==> config.mk <==
export PLATFORM = sky130hd
export DESIGN_NAME = pwm_loader
export DESIGN_NICKNAME = d
export VERILOG_FILES = /design/src/rtl/pwm_pkg.sv /design/src/rtl/pwm_ramp_gen.sv /design/src/rtl/pwm_loader.sv
export SDC_FILE = /design/constraint.sdc
export NUM_CORES = 1
export LEC_CHECK = 0
export ABC_CLOCK_PERIOD_IN_PS = 2800
export CORE_ASPECT_RATIO = 1.4
export CORE_MARGIN = 1.5
export CORE_UTILIZATION = 35
export DETAILED_ROUTE_END_ITERATION = 10
export PLACE_DENSITY = 0.67
export SLEW_MARGIN = 20
export SYNTH_ARGS = -nofsm -noshare
export SYNTH_HDL_FRONTEND = slang
export SYNTH_SLANG_ARGS = --single-unit
==> constraint.sdc <==
create_clock -name cpu_clk -period 2.8 [get_ports cpu_clk]
set_clock_uncertainty 0.05 [all_clocks]
set_input_delay 0.42 -clock cpu_clk [delete_from_list [all_inputs] [get_ports cpu_clk]]
set_output_delay 0.42 -clock cpu_clk [all_outputs]
set_load 0.03 [all_outputs]
==> src/rtl/pwm_pkg.sv <==
// Shared constants and state encoding for the PWM loader.
package pwm_pkg;

    localparam logic [10:0] ADDR_PIXMAP  = 11'h000;
    localparam logic [10:0] ADDR_TABLE   = 11'h400;
    localparam logic [10:0] ADDR_ENABLE  = 11'h755;
    localparam logic [15:0] ENABLE_MAGIC = 16'h0023;

    typedef enum logic [1:0] {
        IDLE   = 2'd0,
        CLEAR  = 2'd1,
        TABLE  = 2'd2,
        ENABLE = 2'd3
    } load_state_t;

endpackage

==> src/rtl/pwm_ramp_gen.sv <==
// Saturating linear ramp: value = base + n*step, pinned at 0xFFFF once it overflows.
module pwm_ramp_gen
    import pwm_pkg::*;
(
    input  logic        cpu_clk,
    input  logic        reset,
    input  logic        load,
    input  logic        advance,
    input  logic [15:0] base,
    input  logic [15:0] step,
    output logic [15:0] value
);

    logic [16:0] acc;
    logic [15:0] step_q;

    // Once bit 16 is set the accumulator stops, so the saturated value holds.
    always_ff @(posedge cpu_clk) begin
        if (reset) begin
            acc    <= '0;
            step_q <= '0;
        end else if (load) begin
            acc    <= {1'b0, base};
            step_q <= step;
        end else if (advance && !acc[16]) begin
            acc <= acc + {1'b0, step_q};
        end
    end

    assign value = acc[16] ? 16'hFFFF : acc[15:0];

endmodule

==> src/rtl/pwm_loader.sv <==
// Sequences pixmap clear, pwmtable fill and the enable write onto the PWM write port,
// sharing the port with host writes when idle.
//
// state  | meaning
// IDLE   | waiting for start; host writes forwarded
// CLEAR  | writing zeros to the pixmap, one word per cycle
// TABLE  | writing ramp values to the pwmtable
// ENABLE | writing the enable magic, then back to IDLE
module pwm_loader
    import pwm_pkg::*;
#(
    parameter int CLR_WORDS = 1024,
    parameter int TBL_WORDS = 256
) (
    input  logic        cpu_clk,
    input  logic        reset,
    input  logic        start,
    input  logic        clr_en,
    input  logic [15:0] base,
    input  logic [15:0] step,
    input  logic        host_we,
    input  logic [10:0] host_addr,
    input  logic [15:0] host_din,
    output logic        host_ack,
    output logic        busy,
    output logic        done,
    output logic        pwm_we,
    output logic [10:0] pwm_addr,
    output logic [15:0] pwm_din
);

    localparam logic [10:0] CLR_LAST = 11'(CLR_WORDS - 1);
    localparam logic [10:0] TBL_LAST = 11'(TBL_WORDS - 1);

    load_state_t state;
    logic [10:0] idx;
    logic [15:0] ramp_value;
    logic        ramp_load;
    logic        ramp_advance;

    assign host_ack     = host_we & (state == IDLE) & ~start & ~reset;
    assign ramp_load    = (state == IDLE) & start;
    assign ramp_advance = (state == TABLE);

    pwm_ramp_gen u_ramp (
        .cpu_clk (cpu_clk),
        .reset   (reset),
        .load    (ramp_load),
        .advance (ramp_advance),
        .base    (base),
        .step    (step),
        .value   (ramp_value)
    );

    always_ff @(posedge cpu_clk) begin
        if (reset) begin
            state    <= IDLE;
            idx      <= '0;
            busy     <= 1'b0;
            done     <= 1'b0;
            pwm_we   <= 1'b0;
            pwm_addr <= '0;
            pwm_din  <= '0;
        end else begin
            done <= 1'b0;
            case (state)
                IDLE: begin
                    idx <= '0;
                    if (start) begin
                        state  <= clr_en ? CLEAR : TABLE;
                        busy   <= 1'b1;
                        pwm_we <= 1'b0;
                    end else if (host_ack) begin
                        pwm_we   <= 1'b1;
                        pwm_addr <= host_addr;
                        pwm_din  <= host_din;
                    end else begin
                        pwm_we <= 1'b0;
                    end
                end
                CLEAR: begin
                    pwm_we   <= 1'b1;
                    pwm_addr <= ADDR_PIXMAP + idx;
                    pwm_din  <= 16'h0000;
                    if (idx == CLR_LAST) begin
                        state <= TABLE;
                        idx   <= '0;
                    end else begin
                        idx <= idx + 11'd1;
                    end
                end
                TABLE: begin
                    pwm_we   <= 1'b1;
                    pwm_addr <= ADDR_TABLE + idx;
                    pwm_din  <= ramp_value;
                    if (idx == TBL_LAST) begin
                        state <= ENABLE;
                        idx   <= '0;
                    end else begin
                        idx <= idx + 11'd1;
                    end
                end
                ENABLE: begin
                    pwm_we   <= 1'b1;
                    pwm_addr <= ADDR_ENABLE;
                    pwm_din  <= ENABLE_MAGIC;
                    state    <= IDLE;
                    busy     <= 1'b0;
                    done     <= 1'b1;
                end
                default: state <= IDLE;
            endcase
        end
    end

endmodule

After elaboration in Yosys (flattened, before gate mapping)
Cells that the tools add are included.
{"block": "classes", "addsub": 3, "mul": 0, "div_mod_pow": 0, "magnitude_cmp": 0, "n_eq_ne": 10, "shift": 0, "mux": 23, "bitwise_logic": 6, "reduce_logical": 11}
{"op": "$mux 16", "n": 5}
{"op": "$pmux 16 s4", "n": 1}
{"op": "$mux 11", "n": 4}
{"op": "$pmux 11 s4", "n": 1}
{"op": "$pmux 11 s3", "n": 1}
{"op": "$add 17x16->17", "n": 1}
{"op": "$add 11x1->11 const B", "n": 1}
{"op": "$add 11x11->11 const A", "n": 1}
{"op": "$eq 11x10->1 const B", "n": 1}
{"op": "$eq 11x8->1 const B", "n": 1}
{"op": "$ne 2x2->1 const B", "n": 5}
{"op": "$mux 2", "n": 4}
{"op": "$pmux 2 s4", "n": 1}
{"op": "$and 1x1->1", "n": 4}
{"op": "$eq 2x2->1 const B", "n": 2}
{"op": "$mux 1", "n": 4}
{"op": "$pmux 1 s2", "n": 2}
{"op": "$reduce_and 2->1", "n": 2}
{"op": "$reduce_bool 2->1", "n": 2}
{"op": "$reduce_and 3->1", "n": 1}
{"op": "$reduce_bool 3->1", "n": 1}
{"op": "$reduce_or 3->1", "n": 1}
{"op": "$eq 2x1->1 const B", "n": 1}
{"op": "$logic_not 2->1", "n": 1}
{"op": "other kinds (4)", "n": 5}
{"block": "totals", "ff_bits": 76, "latchBits": 0, "mem_bits_rw": 0, "romBits": 0, "inputBits": 64, "out_inout_bits": 31, "word_cells": 63, "n_memories": 0}

Depth between registers and ports, before layout
{"block": "depth", "word_depth": 7, "depth_mapped": 8, "depth_no_buf": 8}

Cells and area by module
From an unflattened synthesis, not the netlist that was laid out.
{"block": "hier_totals", "hier_cells": 555, "hier_area_um2": 4464.3}
{"mod": "pwm_ramp_gen", "instances": 1, "cells_per_inst": 278, "area_each_um2": 2265.9, "seq_area_each_um2": 660.6}
{"mod": "pwm_loader", "instances": 1, "cells_per_inst": 277, "area_each_um2": 2198.4, "seq_area_each_um2": 860.8}

Worst setup path after synthesis
No wires, ideal clock.
{"block": "synth_path", "path_kind": "register to register", "from": "register u_ramp.step_q[0]", "to": "register u_ramp.acc[14]", "setup_time_ps": 116, "arrival_time_ps": 2049, "t_required_ps": 2634, "path_slack_ps": 584, "path_stages_with_launch": 9, "n_path_buf": 0, "period_less_slack_ps": 2216, "cell_sequence": "dfxtp_1 ha_1 fa_1 a21o_2 a311oi_1 o21ai_2 a41oi_2 o21ai_0 and4_1"}
{"block": "synth_via", "elab_chain_cells": 3}
{"element": "start, declared", "line": "pwm_ramp_gen.sv:15", "source": "logic [15:0] step_q;"}
{"element": "start signal, assigned", "line": "pwm_ramp_gen.sv:24", "source": "step_q <= step;"}
{"element": "$add 17x16->17", "line": "pwm_ramp_gen.sv:26", "source": "acc <= acc + {1'b0, step_q};"}
{"element": "$mux 16", "line": "pwm_ramp_gen.sv:25", "source": "end else if (advance && !acc[16]) begin"}
{"element": "$mux 16", "line": "pwm_ramp_gen.sv:22", "source": "end else if (load) begin"}
{"element": "end signal, assigned", "line": "pwm_ramp_gen.sv:23", "source": "acc <= {1'b0, base};"}
{"element": "end signal, assigned", "line": "pwm_ramp_gen.sv:26"}
{"element": "end, declared", "line": "pwm_ramp_gen.sv:14", "source": "logic [16:0] acc;"}
Every way passes these cells. The select of a mux whose other input is x is not followed.
A chain may end at the register's enable or synchronous reset.

Worst setup path in the final report
{"block": "layout_path", "from": "register u_ramp.acc[0]", "to": "register u_ramp.acc[14]"}
{"block": "layout_via", "elab_chain_cells": 3}
{"element": "$add 17x16->17", "line": "pwm_ramp_gen.sv:26"}
{"element": "$mux 16", "line": "pwm_ramp_gen.sv:25"}
{"element": "$mux 16", "line": "pwm_ramp_gen.sv:22"}
Every way passes these cells. The select of a mux whose other input is x is not followed.

==> results.ini <==
[drt]
num_vias=4243
wire_per_inst_um=15.3
viasPerCell=5.41
drtIter0Drc=210
ant_nets=0
dr.pass1.iters=5
drc=0
wirelength_um=12000

[sta]
layout_min_cycle_time_ns=2.48
period_share_pct=88.4
fmax_mhz=404
rsz0062_at_grt=false
setup_viol_count_final=0
hold_viol_final=0
maxSlewHeadroom_pct=31.4
worstMarginPinSlew_ns=1.03
maxSlewViolCount=0
tns_ns=0

[power]
internal_power_mw=3.20
power_frac_clock_pct=22.9
power.density_nw_per_um2=985
p_seq_share_pct=28.6
swShare_pct=41.7
p_total_mw=5.49
comb_power_share_pct=48.5
peakVddDrop_v=0.000337
power.leakage_nw=2.10
power_switching_mw=2.29

[clock_tree]
cts-resized-gates=0
ctsHtreeMaxLevel=3
path_clk_slew_ns=0.06
clk_latency_ns=0.34
cts_buffers=9
clockBufferDepth=2
post-cts-setup-buffers=0
clock-sinks=76
cts_tree=yes
ctsRootBufferMaster=clkbuf_16
cts_hold_buf=0

[synthesis]
post_synth_mux_area_share_pct=1.20
synth_top_family_by_area=compound AO/OA/AOI/OAI gates
synthSimpleGateAreaFrac_pct=22.2
synth_common_cells=nand2_1, dfxtp_1, nor2_1
synth_nets=639
synth.top_cells.by_area=dfxtp_1, nand2_1, a21oi_1, ha_1, o21ai_0
synth_xor_area_share_pct=2.52
synthAdderAreaFrac_pct=7.38
synth-edff-count=0
yosys.area.top_type=dfxtp_1
yosysSeqAreaShare_pct=36.5
synth_cell_type_count=53
synthMostInstantiatedCell=nand2_1
synth_top_area_share_pct=36.5
synth.cell_area_um2=4170
synth-compound-area-share_pct=25.7
synth_cells=551
synth-main-ff-cell=dfxtp_1
yosysWarnings=0
avgSynthCellArea_um2=7.57
ys_async_sr_fraction_pct=0
ys_ff_latch=76

[setup_path]
critical_path_class=reg -> reg
slowest_stage=fa_1
r2r_start=u_ramp.acc[0]$_SDFFE_PP0P_
regToRegEndpoint=u_ramp.acc[14]$_SDFFE_PP0P_
endpoint_kind=flop
slowest_delay_ns=0.40
critPathLaunchType=flop
cp_max_fo=5
worstPathRequired_ns=2.98
reg2reg_setup_slack_ns=0.32
arrival_ns=2.66
crit_chain=ha_1 > fa_1 > a21o_2 > a311oi_1 > o21ai_2 > a41oi_2 > o21ai_0 > and4_1
r2r_cells=8

[global_routing]
antenna_found_initial=0
grt_pass1_wl_um=19600
grtUsageTotal_pct=19.6
grt_max_degree=61
grt_overflow=0
grt_pass1_vias=4120

[floorplan]
initial_core_util_pct=35.6
core_um2=11700
rows=47
die_area_um2=12600
io_pins=95
die_y_um=132
die_w_um=95.3

[placement]
placement.io_buffers=94
place_hpwl_um=8910
placed_cells=769
place_congestion=0.914

[flow_run]
cap_viol_max_count=0

[finish]
syn2layout_area_growth_pct=33.5
fin_cells=785
final_nets=721
diodes=0
num-fill-cells=1175
drive_gt1_share_pct=6.43

[min_path]
holdPathEnd=pwm_addr[4]$_SDFFE_PP0P_
holdPathStages=2
min_from=pwm_addr[4]$_SDFFE_PP0P_
hold_path_class=reg -> reg

[outcome]
status=finished, final reports clean

[worst max-delay path by stage]
stage,from,endpoint,slack (ns),depth (start not counted)
5_1_grt,state[0]$_SDFFE_PP0P_,host_ack,0.22,5
2_1_floorplan,u_ramp.step_q[0]$_SDFFE_PP0P_,u_ramp.acc[14]$_SDFFE_PP0P_,0.58,8
6_report,u_ramp.acc[0]$_SDFFE_PP0P_,u_ramp.acc[14]$_SDFFE_PP0P_,0.32,8
3_3_place_gp,u_ramp.step_q[0]$_SDFFE_PP0P_,u_ramp.acc[14]$_SDFFE_PP0P_,0.43,8
4_1_cts,state[0]$_SDFFE_PP0P_,host_ack,0.33,5
3_5_place_dp,u_ramp.step_q[0]$_SDFFE_PP0P_,u_ramp.acc[14]$_SDFFE_PP0P_,0.35,8
[critical path: cells and delay by family, from the launching register on]
family	cells	cell delay, ns
AO/OA/AOI/OAI	5	1.17
adder cells (fa/ha/maj)	2	0.61
flip-flops	1	0.32
AND/OR/NAND/NOR	1	0.19
[cell families (layout without fill, tap and decap cells)]
| kind of cell | after synthesis | after routing |
|---|---|---|
| fa+ha+maj | 24 | 24 |
| flops | 76 | 76 |
| buf+inv | 47 | 134 |
| mux | 5 | 5 |
| compound gates | 174 | 174 |
| xor+xnor | 12 | 12 |
| simple gates | 213 | 213 |
[cells in the final DEF, fill, tap and decap left out, types with 3 or more instances in the layout]
cell type and count:
nand2_1 90, dfxtp_1 76, o22ai_1 3, xor2_1 4, nand4_1 4, a211oi_1 19
buf_4 14, ha_1 22, nor2_1 64, mux2i_1 5, nor3_1 20, clkbuf_16 9
xnor2_1 8, a311oi_1 6, and4_1 3, and2_1 5, a221oi_1 4, clkdlybuf4s50_1 93
a31oi_1 8, nand3_1 8, and3_1 3, a21oi_1 59, o21ai_0 48, o41ai_1 3
nor2b_1 5, inv_1 10
[final cells by class]
class                      instances  area (um^2)  area share (%)
multi-input combinational        428         2460            44.3
clock inverter                     4         72.6            1.30
inverter                          10         37.5           0.674
tap                              147          184            3.30
clock buffer                      12          246            4.43
sequential                        76         1520            27.3
timing repair buffer             108         1040            18.7
[registers in the layout, indices dropped and copies added (netlist names)]
name,count
state,2
done,1
u_ramp.acc,17
pwm_addr,11
u_ramp.step_q,16
pwm_we,1
busy,1
idx,11
pwm_din,16
[per-stage QoR]
step	hold WS (ns)	worst slack, ns	instance area, um^2	utilization (%)
floorplan	0.391	0.584	4170	-
global placement	0.391	0.427	5250	44.8
detailed placement	0.396	0.347	5250	44.8
CTS	0.402	0.328	5570	47.6
global route	0.420	0.216	5570	47.6
finish	0.398	0.324	5570	47.6
[layer usage]
layer  track usage, %  part of all wire, %  up-vias
li1                 -                    -     2125
met1             23.6                   43     1964
met2             34.4                   50      137
met3             3.17                  5.8       17
met4             7.05                  1.8        0
met5                0                    0        -
[power by group through the flow]
stage | clock [mW] | combinational [mW] | sequential, mW
3_5_place_dp | 0 | 2.65 | 1.59
3_3_place_gp | 0 | 2.61 | 1.59
6_report | 1.25 | 2.66 | 1.57
2_1_floorplan | 0 | 1.55 | 1.83
5_1_grt | 1.33 | 2.95 | 1.60
4_1_cts | 1.28 | 2.67 | 1.57
Power figures use the tool's default switching activity.
